**src/rtl/count_seq_pkg.sv**
```systemverilog
// Shared types for the count_seq burst sequencer: FSM state encoding and default width.
package count_seq_pkg;

  localparam int N_W_DEF = 8;

  typedef enum logic [2:0] {
    IDLE  = 3'd0,
    ARM   = 3'd1,
    RUN   = 3'd2,
    DRAIN = 3'd3,
    FIN   = 3'd4
  } state_e;

endpackage

```
**src/rtl/count_seq_tchk.sv**
```systemverilog
// QFB toggle checker: counts level changes inside the run window and flags a
// mismatch against the requested cycle count when the burst completes.
module count_seq_tchk
  import count_seq_pkg::*;
#(
  parameter int N_W = N_W_DEF
) (
  input  logic           CK,
  input  logic           RSTB,
  input  logic           clr,
  input  logic           win,
  input  logic           eval,
  input  logic           qfb,
  input  logic [N_W-1:0] ncyc,
  output logic           err
);

  logic           qfb_p0;
  logic [N_W-1:0] tcnt;
  logic           chg;
  logic [N_W:0]   total;

  assign chg   = win && (qfb != qfb_p0);
  // The DRAIN-cycle change is folded in combinationally so ERR is valid in FIN.
  assign total = {1'b0, tcnt} + {{N_W{1'b0}}, chg};

  always_ff @(posedge CK or negedge RSTB) begin
    if (!RSTB) begin
      qfb_p0 <= 1'b0;
      tcnt   <= '0;
      err    <= 1'b0;
    end else begin
      qfb_p0 <= qfb;
      if (clr) begin
        tcnt <= '0;
        err  <= 1'b0;
      end else begin
        if (chg && (tcnt != '1)) tcnt <= tcnt + 1'b1;
        if (eval) err <= (total != {1'b0, ncyc});
      end
    end
  end

endmodule

```
**src/rtl/count_seq.sv**
```systemverilog
// Burst sequencer for a toggle counter: IDLE -> ARM -> RUN x NCYC -> DRAIN -> FIN.
// Define COUNT_SEQ_TOGGLE_CHECK_EN to build in the QFB toggle checker (ERR).
module count_seq
  import count_seq_pkg::*;
#(
  parameter int N_W = N_W_DEF
) (
  input  logic           CK,
  input  logic           RSTB,
  input  logic           START,
  input  logic           ABORT,
  input  logic [N_W-1:0] NCYC,
  input  logic           QFB,
  output logic           EN,
  output logic           BUSY,
  output logic           DONE,
  output logic [N_W-1:0] CNT,
  output logic           ERR
);

  state_e         state, state_nxt;
  logic [N_W-1:0] ncyc_q;
  logic [N_W-1:0] rem_q;
  logic           accept;

  assign accept = (state == IDLE) && START && !ABORT;
  assign BUSY   = (state != IDLE);

  always_comb begin
    state_nxt = state;
    if (ABORT && (state != IDLE)) begin
      state_nxt = IDLE;
    end else begin
      case (state)
        IDLE:    if (accept) state_nxt = (NCYC == '0) ? FIN : ARM;
        ARM:     state_nxt = RUN;
        RUN:     if (rem_q <= 1) state_nxt = DRAIN;
        DRAIN:   state_nxt = FIN;
        FIN:     state_nxt = IDLE;
        default: state_nxt = IDLE;
      endcase
    end
  end

  always_ff @(posedge CK or negedge RSTB) begin
    if (!RSTB) begin
      state <= IDLE;
      EN    <= 1'b0;
      DONE  <= 1'b0;
      CNT   <= '0;
    end else begin
      state <= state_nxt;
      EN    <= (state_nxt == RUN);
      DONE  <= (state_nxt == FIN);
      // A RUN cycle cut short by ABORT still had EN high, so it is counted.
      if (accept) CNT <= '0;
      else if ((state == RUN) && (CNT != ncyc_q)) CNT <= CNT + 1'b1;
    end
  end

  // Down-counter leaves RUN at 1, so it never wraps even for an all-ones NCYC.
  always_ff @(posedge CK) begin
    if (accept) begin
      ncyc_q <= NCYC;
      rem_q  <= NCYC;
    end else if (state == RUN) begin
      rem_q  <= rem_q - 1'b1;
    end
  end

`ifdef COUNT_SEQ_TOGGLE_CHECK_EN
  logic win;
  logic eval;

  // CNT is still zero in the first RUN cycle, which the window excludes.
  assign win  = ((state == RUN) && (CNT != '0)) || (state == DRAIN);
  assign eval = (state == DRAIN) && !ABORT;

  count_seq_tchk #(.N_W(N_W)) u_tchk (
    .CK   (CK),
    .RSTB (RSTB),
    .clr  (accept),
    .win  (win),
    .eval (eval),
    .qfb  (QFB),
    .ncyc (ncyc_q),
    .err  (ERR)
  );
`else
  logic unused_qfb;

  assign unused_qfb = QFB;
  assign ERR        = 1'b0;
`endif

endmodule

```
**config.mk**
```make
export PLATFORM = sky130hd
export DESIGN_NAME = count_seq
export DESIGN_NICKNAME = d
export VERILOG_FILES = /design/src/rtl/count_seq_pkg.sv /design/src/rtl/count_seq_tchk.sv /design/src/rtl/count_seq.sv
export SDC_FILE = /design/constraint.sdc
export NUM_CORES = 1
export LEC_CHECK = 0
export ABC_AREA = 0
export CORE_ASPECT_RATIO = 2
export CORE_MARGIN = 4
export CORE_UTILIZATION = 60
export DETAILED_ROUTE_END_ITERATION = 10
export DONT_BUFFER_PORTS = 1
export GPL_ROUTABILITY_DRIVEN = 1
export PLACE_DENSITY = 0.88
export SLEW_MARGIN = 15
export SYNTH_ARGS = -nofsm -noshare
export SYNTH_HDL_FRONTEND = slang
export SYNTH_SLANG_ARGS = --single-unit
```
**constraint.sdc**
```tcl
create_clock -name CK -period 1.86 [get_ports CK]
set_input_delay 0.372 -clock CK [delete_from_list [all_inputs] [get_ports CK]]
set_output_delay 0.372 -clock CK [all_outputs]
set_load 0.005 [all_outputs]
```
== After elaboration in Yosys (flattened, before gate mapping) ==
Index checks and enable logic that the tools add are counted.

* Output and inout bits: 12
* Register bits: 29

* Equality and inequality tests: 6
* Reductions and logical operators: 10
* $lt $le $gt $ge: 1
* Add/subtract/negate cells: 2
* Multiplexer cells: 9

{| class="wikitable"
|+ Operators with widths
! operator !! count
|-
| 8-bit two-way mux || 4
|-
| 3-bit two-way mux || 4
|-
| 3-bit one-hot mux with 4 select lines || 1
|-
| 3-bit by 2-bit == test with 1-bit output (second input constant) || 3
|-
| 8-bit by 1-bit adder with 8-bit output (second input constant) || 1
|-
| 8-bit by 1-bit less-or-equal comparator with 1-bit output (second input constant) || 1
|-
| 8-bit zero test || 1
|-
| 8-bit inequality test || 1
|-
| 8-bit by 1-bit subtractor with 8-bit output (second input constant) || 1
|-
| 1-bit logical AND || 4
|-
| 2-bit nonzero test || 2
|-
| 3-bit by 1-bit == test with 1-bit output (second input constant) || 1
|-
| 3-bit == test (second input constant) || 1
|-
| 3-bit zero test || 1
|-
| 3-bit nonzero test || 1
|-
| 1-bit zero test || 1
|}

== Logic depth before layout (Yosys ltp) ==
Gate-level depths: netlist of the first run.

* Depth after elaboration: 7
* Mapped depth: 7
* Mapped depth without buffers: 6

== Worst setup path after synthesis of the first run ==
Ideal clock, no wire load.

* Kind: reg-to-reg
* Start point: reg state[1]
* End point: reg rem_q[0] (enable)
* Required time: 1.531 ns
* Arrival: 1.291 ns
* Stages on the path, launching flop included: 7
* Path buffers: 3
* Setup time: 0.329 ns
* Slack: 0.241 ns
* Path through: dfrtp_1 -> buf_4 -> nor2_1 -> nand3_1 -> buf_2 -> buf_1 -> nand2_1

* Word-level cells in the longest chain between the ends: 4

{| class="wikitable"
|+ RTL lines
! what !! RTL line !! text
|-
| start, declared || count_seq.sv:21 || <nowiki>state_e state, state_nxt;</nowiki>
|-
| start signal, assigned || count_seq.sv:52 || <nowiki>state <= state_nxt;</nowiki>
|-
| 3-bit zero test || count_seq.sv:26 || <nowiki>assign accept = (state == IDLE) && START && !ABORT;</nowiki>
|-
| 1-bit logical AND (2 in a row) || count_seq.sv:26 ||
|-
| 2-bit nonzero test (no line) * || -- ||
|-
| end signal, assigned || count_seq.sv:67 || <nowiki>rem_q <= rem_q - 1'b1;</nowiki>
|-
| end, declared || count_seq.sv:23 || <nowiki>logic [N_W-1:0] rem_q;</nowiki>
|}

Mark *: on every way between the ends. The rest lies on a longest branch, timed or not.
A chain may end at the register's enable or synchronous reset.

== Worst setup path after layout of the first run ==
* Start point: reg state[0]
* End point: reg rem_q[7] (enable)

Same word-level chain as after synthesis.

==> run_results.csv, run 1 <==
group,metric,value,unit
placement,dp.cells,177,
timing,tightest_slew,0.614,ns
critical_path,cp_cell_sequence,"or3b_1 > nand2_1",
synth,synthesis.area,0.00160,sq mm
route,first_iter_violations,37,
final_layout,finish.cell_count_without_fillers,186,
route,routed.top_layer,"met4",
critical_path,worstPathRequired,1.80,ns
global_route,grt_pass1_wl,5.39,mm
placement,io_buffers,0,
clock_network,numClockSinks,29,
timing,final_max_slew_viol_count,0,
route,routed-via-count,1162,
floorplan,core-area,0.00254,sq mm
synth,netlist.area_leader.share,30.1,%
floorplan,die_h,81.0,microns
floorplan,chipWidth,44.5,microns
synth,avgSynthCellArea,10.6,sq um
clock_network,post-cts-setup-buffer-count,0,
clock_network,number_of_hold_buffers_added_after_cts,1,
final_layout,antennaDiodeCount,0,
floorplan,placement_rows,26,
final_layout,design.final.nets,173,
global_route,vias_in_the_first_global_route,1228,
route,total_length_of_routed_met3_wires,201,microns
timing,final-setup-viol-count,0,
timing,achievable_freq,0.587,GHz
pwr,power_density,966,mW/mm^2
synth,ys_seq_elements,29,
global_route,grt_start_max_net_pins,18,
synth,yosys_warnings,0,
route,drt-pass1-iter-count,4,
pwr,static-leakage-power,0.699,nW
route,postRouteAntennaNets,0,
timing,hold_slack,0.162,ns
timing,fin_crit,1.70,ns
clock_network,clk_latency,0.28,ns
critical_path,end_kind,"flip-flop",
critical_path,cpLargestDelayFamily,"simple AND/OR/NAND/NOR gates",
synth,synth_cell_types,35,
critical_path,cp_slowest_stage_delay,0.53,ns
timing,fin_skew,0.00912,ns
clock_network,cts.htree.levels,2,
synth,yosysSeqAreaShare,50.5,%
clock_network,post_cts_resize_count,0,
critical_path,path_class,"flip-flop to flip-flop",
critical_path,worst_ep_arrival_time,1.64,ns
route,drc,0,
outcome,outcome,"completed",
final_layout,leading_cell_type_in_the_layout_fill_and_taps_excluded,"sky130_fd_sc_hd__nor2_1",
clock_network,tritoncts,"yes",
route,met1_length,1.11,mm
placement,globalplace.congestion,0.925,
route,wire_length_on_met2,1.80,mm
route,via_per_inst,6.25,
timing,worst_slew_margin_rel,58.9,%
placement,post-dp-hpwl,2.54,mm
flow_run,max_cap_viol_count,0,
global_route,grt_overflow_total,0,
synth,synth_top_cells_by_area,"sky130_fd_sc_hd__edfxtp_1, sky130_fd_sc_hd__dfrtp_1, sky130_fd_sc_hd__xnor2_1",
critical_path,timing.critical_path.from_type,"flip-flop",
floorplan,die_area,0.00360,sq mm
hold_path,hold_path_class,"primary input to flip-flop",
synth,netlist.top_cell.by_area,"sky130_fd_sc_hd__edfxtp_1",
final_layout,layout.cells.most_common_list,"sky130_fd_sc_hd__nor2_1, sky130_fd_sc_hd__edfxtp_1, sky130_fd_sc_hd__dfrtp_1, sky130_fd_sc_hd__nand2_1, sky130_fd_sc_hd__xnor2_1",
clock_network,clock-root-buffer,"sky130_fd_sc_hd__clkbuf_8",
floorplan,pin_count,25,
critical_path,timing.critical_path.buf_inv,0,
critical_path,crit_fanout,9,
timing,final.setup.tns,0,ns
pwr,peakVddDrop,781,uV
final_layout,final_layout_size_suffix_gt1_share,13.3,%
global_route,grt.total_usage,21.2,%
clock_network,ctsLongestPathBuffers,2,
timing,finalHoldViolations,0,
synth,post_synth_inst_count,150,
timing,rsz0062_at_grt,"false",
route,routed_wire_length_per_instance,17.8,microns
final_layout,layout.core_utilization,67.9,%
global_route,grt_antenna_before_repair,0,
floorplan,initial_core_utilization,62.9,%
synth,mappedNetlistNets,166,
final_layout,growth_of_design_area_from_synthesis_to_finish,7.99,%
clock_network,cts-buffers-inserted,5,
route,routed_wl,3.32,mm
clock_network,clk_pin_slew_worst_paths,0.06,ns
critical_path,worst_path_max_delay_cell,"sky130_fd_sc_hd__or3b_1",
timing,share_of_the_clock_period_used_by_the_worst_path,91.5,%
==> where the power goes <==
part	switching (mW)	internal [mW]
clock	0.248	0.257
combinational	0.202	0.142
sequential	0.0558	0.760
total	0.506	1.16
==> area by class of cell <==
class                   count  area (sq um)
fillers                   202           813
multi-input cells         107           708
well taps                  28          35.0
repair buffers              9          70.1
clock inverters             3          17.5
inverters                   5          18.8
clock buffers               5          68.8
flip-flops and latches     29           806
==> worst paths after layout <==
kind	cells after the start	slack (ns)	startpoint	end
hold / removal	1	0.16	ABORT	state[1]
max in group asynchronous	1	0.92	RSTB	EN
setup / recovery	2	0.16	state[0]	rem_q[7]
hold reg to reg	1	0.55	state[2]	state[1]
setup reg to reg	2	0.16	state[0]	rem_q[7]
min in group asynchronous	1	0.54	RSTB	CNT[7]
==> cells by family after synthesis <==
kind of cell               count (synthesis)  synth area share [%]
AOI/OAI and AO/OA                         20                  9.09
xor gates and xnor gates                  15                  8.70
adders and majority gates                  3                  2.35
buffers and inverters                     14                  5.17
DFF                                       29                  50.5
muxes                                      8                  5.02
other                                      1                 0.235
and+or+nand+nor                           60                  19.0
==> stage by stage <==
stage / instance area (sq um) / power, mW / worst slack (ns)
final: 1720 / 1.67 / 0.158
after global routing: 1720 / 1.75 / 0.0822
after CTS: 1720 / 1.68 / 0.179
after detailed placement: 1630 / 1.16 / 0.173
after global placement: 1630 / 1.14 / 0.243
after floorplan: 1600 / 1.07 / 0.241
==> Yosys cell counts (all sizes together) <==
master	instances
conb	1
a21oi	8
a2111oi	2
xnor2	11
nand4	7
nand2	13
nand2b	3
xor2	4
nor3	4
nor4	2
o21a	1
or3	1
nor2	19
and2b	1
mux2i	8
dfrtp	13
nand3	6
inv	5
and4	2
o211ai	3
or3b	1
buf	9
nand3b	1
a311oi	1
ha	3
edfxtp	16
a21boi	2
o21ai	3
==> per-layer routing <==
layer	global-route usage, %	vias to the layer above
met4	16.3	0
met1	18.8	556
met2	37.2	47
li1	-	541
met3	6.65	18
met5	0	-
==> worst register-to-register path, stage by stage, from the launching register on <==
cell                      delay [ns]
sky130_fd_sc_hd__dfrtp_1        0.47
sky130_fd_sc_hd__or3b_1         0.53
sky130_fd_sc_hd__nand2_1        0.37
==> flip-flops by register name, summed over array words and instances, names as in the netlist <==
| signal | cells |
|---|---|
| DONE | 1 |
| EN | 1 |
| CNT | 8 |
| ncyc_q | 8 |
| state | 3 |
| rem_q | 8 |
Power figures use the tool's default switching activity.
==> inputs of run 2 (changes only) <==
--- a/config.mk
+++ b/config.mk
@@ -11,7 +11,7 @@
 export CORE_UTILIZATION = 60
 export DETAILED_ROUTE_END_ITERATION = 10
 export DONT_BUFFER_PORTS = 1
-export GPL_ROUTABILITY_DRIVEN = 1
+export GPL_ROUTABILITY_DRIVEN = 0
 export PLACE_DENSITY = 0.88
 export SLEW_MARGIN = 15
 export SYNTH_ARGS = -nofsm -noshare
==> results of run 2 <==
Final layout, timing and power as in run 1 (identical DEF).
==> inputs of run 3 (changes only) <==
--- a/config.mk
+++ b/config.mk
@@ -12,7 +12,7 @@
 export DETAILED_ROUTE_END_ITERATION = 10
 export DONT_BUFFER_PORTS = 1
 export GPL_ROUTABILITY_DRIVEN = 0
-export PLACE_DENSITY = 0.88
+export PLACE_DENSITY = 0.84
 export SLEW_MARGIN = 15
 export SYNTH_ARGS = -nofsm -noshare
 export SYNTH_HDL_FRONTEND = slang
==> run 3 against run 2 <==
Net effect: sequential cell count stayed put; wire length is 0.21% lower; count of clock-buffer cells in the layout is 1 higher; sequential share of layout area is 0.068 points higher; critical path type unchanged; largest power group unchanged.
==> run_results.csv, run 3 (synthesis gave the netlist of run 1 again) <==
group,metric,value,unit
pwr,power_frac_clock,31.2,%
outcome,outcome,"completed",
final_layout,nFillCells,199,
final_layout,layout.area.seq,806,sq um
pwr,swShare,28.8,%
global_route,grt_pass1_wl,5.38,mm
pwr,power_density,975,mW/mm^2
global_route,grt_antenna_before_repair,0,
hold_path,hold_path_class,"primary input to flip-flop",
final_layout,antennaDiodeCount,0,
timing,final_max_slew_viol_count,0,
final_layout,largest_registers,"CNT x8, ncyc_q x8, rem_q x8",
critical_path,crit_fanout,6,
critical_path,path_class,"flip-flop to flip-flop",
global_route,grt_start_max_net_pins,20,
critical_path,cp_slowest_stage_delay,0.43,ns
floorplan,die_area,0.00360,sq mm
route,routed_wire_length_per_instance,17.9,microns
timing,worst_slew_margin_rel,59.7,%
clock_network,tritoncts,"yes",
global_route,vias_in_the_first_global_route,1238,
critical_path,timing.critical_path.from_type,"flip-flop",
clock_network,numClockSinks,29,
flow_run,max_cap_viol_count,0,
placement,post-dp-hpwl,2.58,mm
final_layout,multiInputGateArea,708,sq um
placement,io_buffers,0,
critical_path,r2r_start,"CNT[7]",
final_layout,design.final.nets,172,
clock_network,cts-buffers-inserted,5,
pwr,sequentialPowerShare,48.9,%
pwr,peakVddDrop,803,uV
clock_network,clk_pin_slew_worst_paths,0.06,ns
clock_network,ctsLongestPathBuffers,2,
route,first_iter_violations,15,
floorplan,initial_core_utilization,62.9,%
global_route,grt_overflow_total,0,
timing,tightest_slew,0.602,ns
clock_network,clk_latency,0.28,ns
timing,fin_crit,1.67,ns
route,routed_wl,3.31,mm
pwr,combPwrFrac,20.0,%
floorplan,die_h,81.0,microns
critical_path,worstPathRequired,2.07,ns
critical_path,worst_path_max_delay_cell,"sky130_fd_sc_hd__dfrtp_1",
final_layout,final_layout_size_suffix_gt1_share,12.1,%
critical_path,critPathLaunch,"CNT[7]",
floorplan,placement_rows,26,
timing,final-setup-viol-count,0,
route,via_per_inst,6.11,
global_route,grt.total_usage,21.1,%
pwr,static-leakage-power,0.699,nW
critical_path,end_kind,"flip-flop",
final_layout,growth_of_design_area_from_synthesis_to_finish,7.84,%
timing,fin_skew,0.00704,ns
timing,final.setup.tns,0,ns
final_layout,final_area,0.00172,sq mm
pwr,report.power.total,1.68,mW
timing,achievable_freq,0.599,GHz
final_layout,layout.cells.most_common_list,"sky130_fd_sc_hd__nor2_1, sky130_fd_sc_hd__edfxtp_1, sky130_fd_sc_hd__dfrtp_1, sky130_fd_sc_hd__nand2_1, sky130_fd_sc_hd__xnor2_1",
pwr,internal_power,1.19,mW
clock_network,cts.htree.levels,2,
critical_path,cpLargestDelayFamily,"flip-flops",
timing,finalHoldViolations,0,
critical_path,cp.depth,4,
final_layout,leading_cell_type_in_the_layout_fill_and_taps_excluded,"sky130_fd_sc_hd__nor2_1",
critical_path,worstSetupEndpoint,"CNT[4]",
route,drt-pass1-iter-count,4,
route,routed-via-count,1130,
pwr,power.net_switching,0.484,mW
critical_path,cp_cell_sequence,"xnor2_1 > nand4_1 > o21ai_0 > mux2i_1",
critical_path,worst_reg2reg_endpoint,"CNT[4]",
placement,detailed_place.area,0.00162,sq mm
floorplan,chipWidth,44.5,microns
route,drc,0,
clock_network,clock-root-buffer,"sky130_fd_sc_hd__clkbuf_8",
critical_path,worst-r2r-setup-slack,0.19,ns
floorplan,pin_count,25,
timing,rsz0062_at_grt,"false",
critical_path,reg2regPathDepth,4,
critical_path,worst_ep_arrival_time,1.87,ns
route,postRouteAntennaNets,0,
timing,share_of_the_clock_period_used_by_the_worst_path,89.7,%
floorplan,core-area,0.00254,sq mm
critical_path,timing.critical_path.buf_inv,0,
## run 3: cell types whose count changed in the layout (fill, tap and decap cells not counted)
cell                         delta
sky130_fd_sc_hd__clkinv_2       -1
sky130_fd_sc_hd__buf_4          -1
sky130_fd_sc_hd__clkinvlp_4     -1
sky130_fd_sc_hd__clkinv_1       +1
sky130_fd_sc_hd__clkbuf_8       +1
## run 3: layer usage
layer	vias to the layer above	part of all wire, %	track usage (%)
met3	9	6.7	7.98
met4	0	3.3	12.1
li1	540	-	-
met1	551	32	17.7
met2	30	58	39.0
met5	-	0	0
## run 3: cell type report
cell class | instances | area share (%)
multi-input cells | 107 | 41.1
repair buffers | 8 | 3.63
inverters | 5 | 1.09
clock inverters | 2 | 0.509
clock buffers | 6 | 4.80
well taps | 28 | 2.03
flip-flops and latches | 29 | 46.8
## run 3: how the worst min path moves through the flow
stage / to / startpoint / slack [ns] / depth (start not counted)
after floorplan: CNT[0] / RSTB / 0.08 / 0
after global placement: CNT[4] / RSTB / 0.08 / 0
after detailed placement: CNT[5] / RSTB / 0.08 / 0
after CTS: state[1] / ABORT / 0.15 / 1
after global routing: state[1] / ABORT / 0.15 / 1
final: state[1] / ABORT / 0.16 / 1
## run 3: worst reg2reg max path, cell delays in order (launching register included)
cell	delay (ns)
sky130_fd_sc_hd__dfrtp_1	0.43
sky130_fd_sc_hd__xnor2_1	0.23
sky130_fd_sc_hd__nand4_1	0.29
sky130_fd_sc_hd__o21ai_0	0.41
sky130_fd_sc_hd__mux2i_1	0.23
## run 3: through the flow
| stage | hold WS, ns | utilization [%] | instances | worst slack (ns) |
|---|---|---|---|---|
| after floorplan | 0.0764 | - | 150 | 0.241 |
| after global placement | 0.0767 | 63.9 | 176 | 0.244 |
| after detailed placement | 0.0767 | 63.9 | 176 | 0.212 |
| after CTS | 0.153 | 67.9 | 185 | 0.208 |
| after global routing | 0.153 | 67.9 | 185 | 0.0509 |
| final | 0.160 | 67.9 | 185 | 0.191 |
## run 3: power by group through the flow
| stage | clock (mW) | sequential, mW | combinational (mW) |
|---|---|---|---|
| 2_1_floorplan | 0 | 0.834 | 0.232 |
| 3_3_place_gp | 0 | 0.827 | 0.313 |
| 3_5_place_dp | 0 | 0.833 | 0.327 |
| 4_1_cts | 0.536 | 0.820 | 0.337 |
| 5_1_grt | 0.563 | 0.828 | 0.377 |
| 6_report | 0.523 | 0.820 | 0.335 |
## run 3: repair_timing
item	4_1_cts	5_1_grt
hold buffers	1	0
gates resized for setup	0	0
buffers inserted	0	0
hold endpoints to repair	13	0
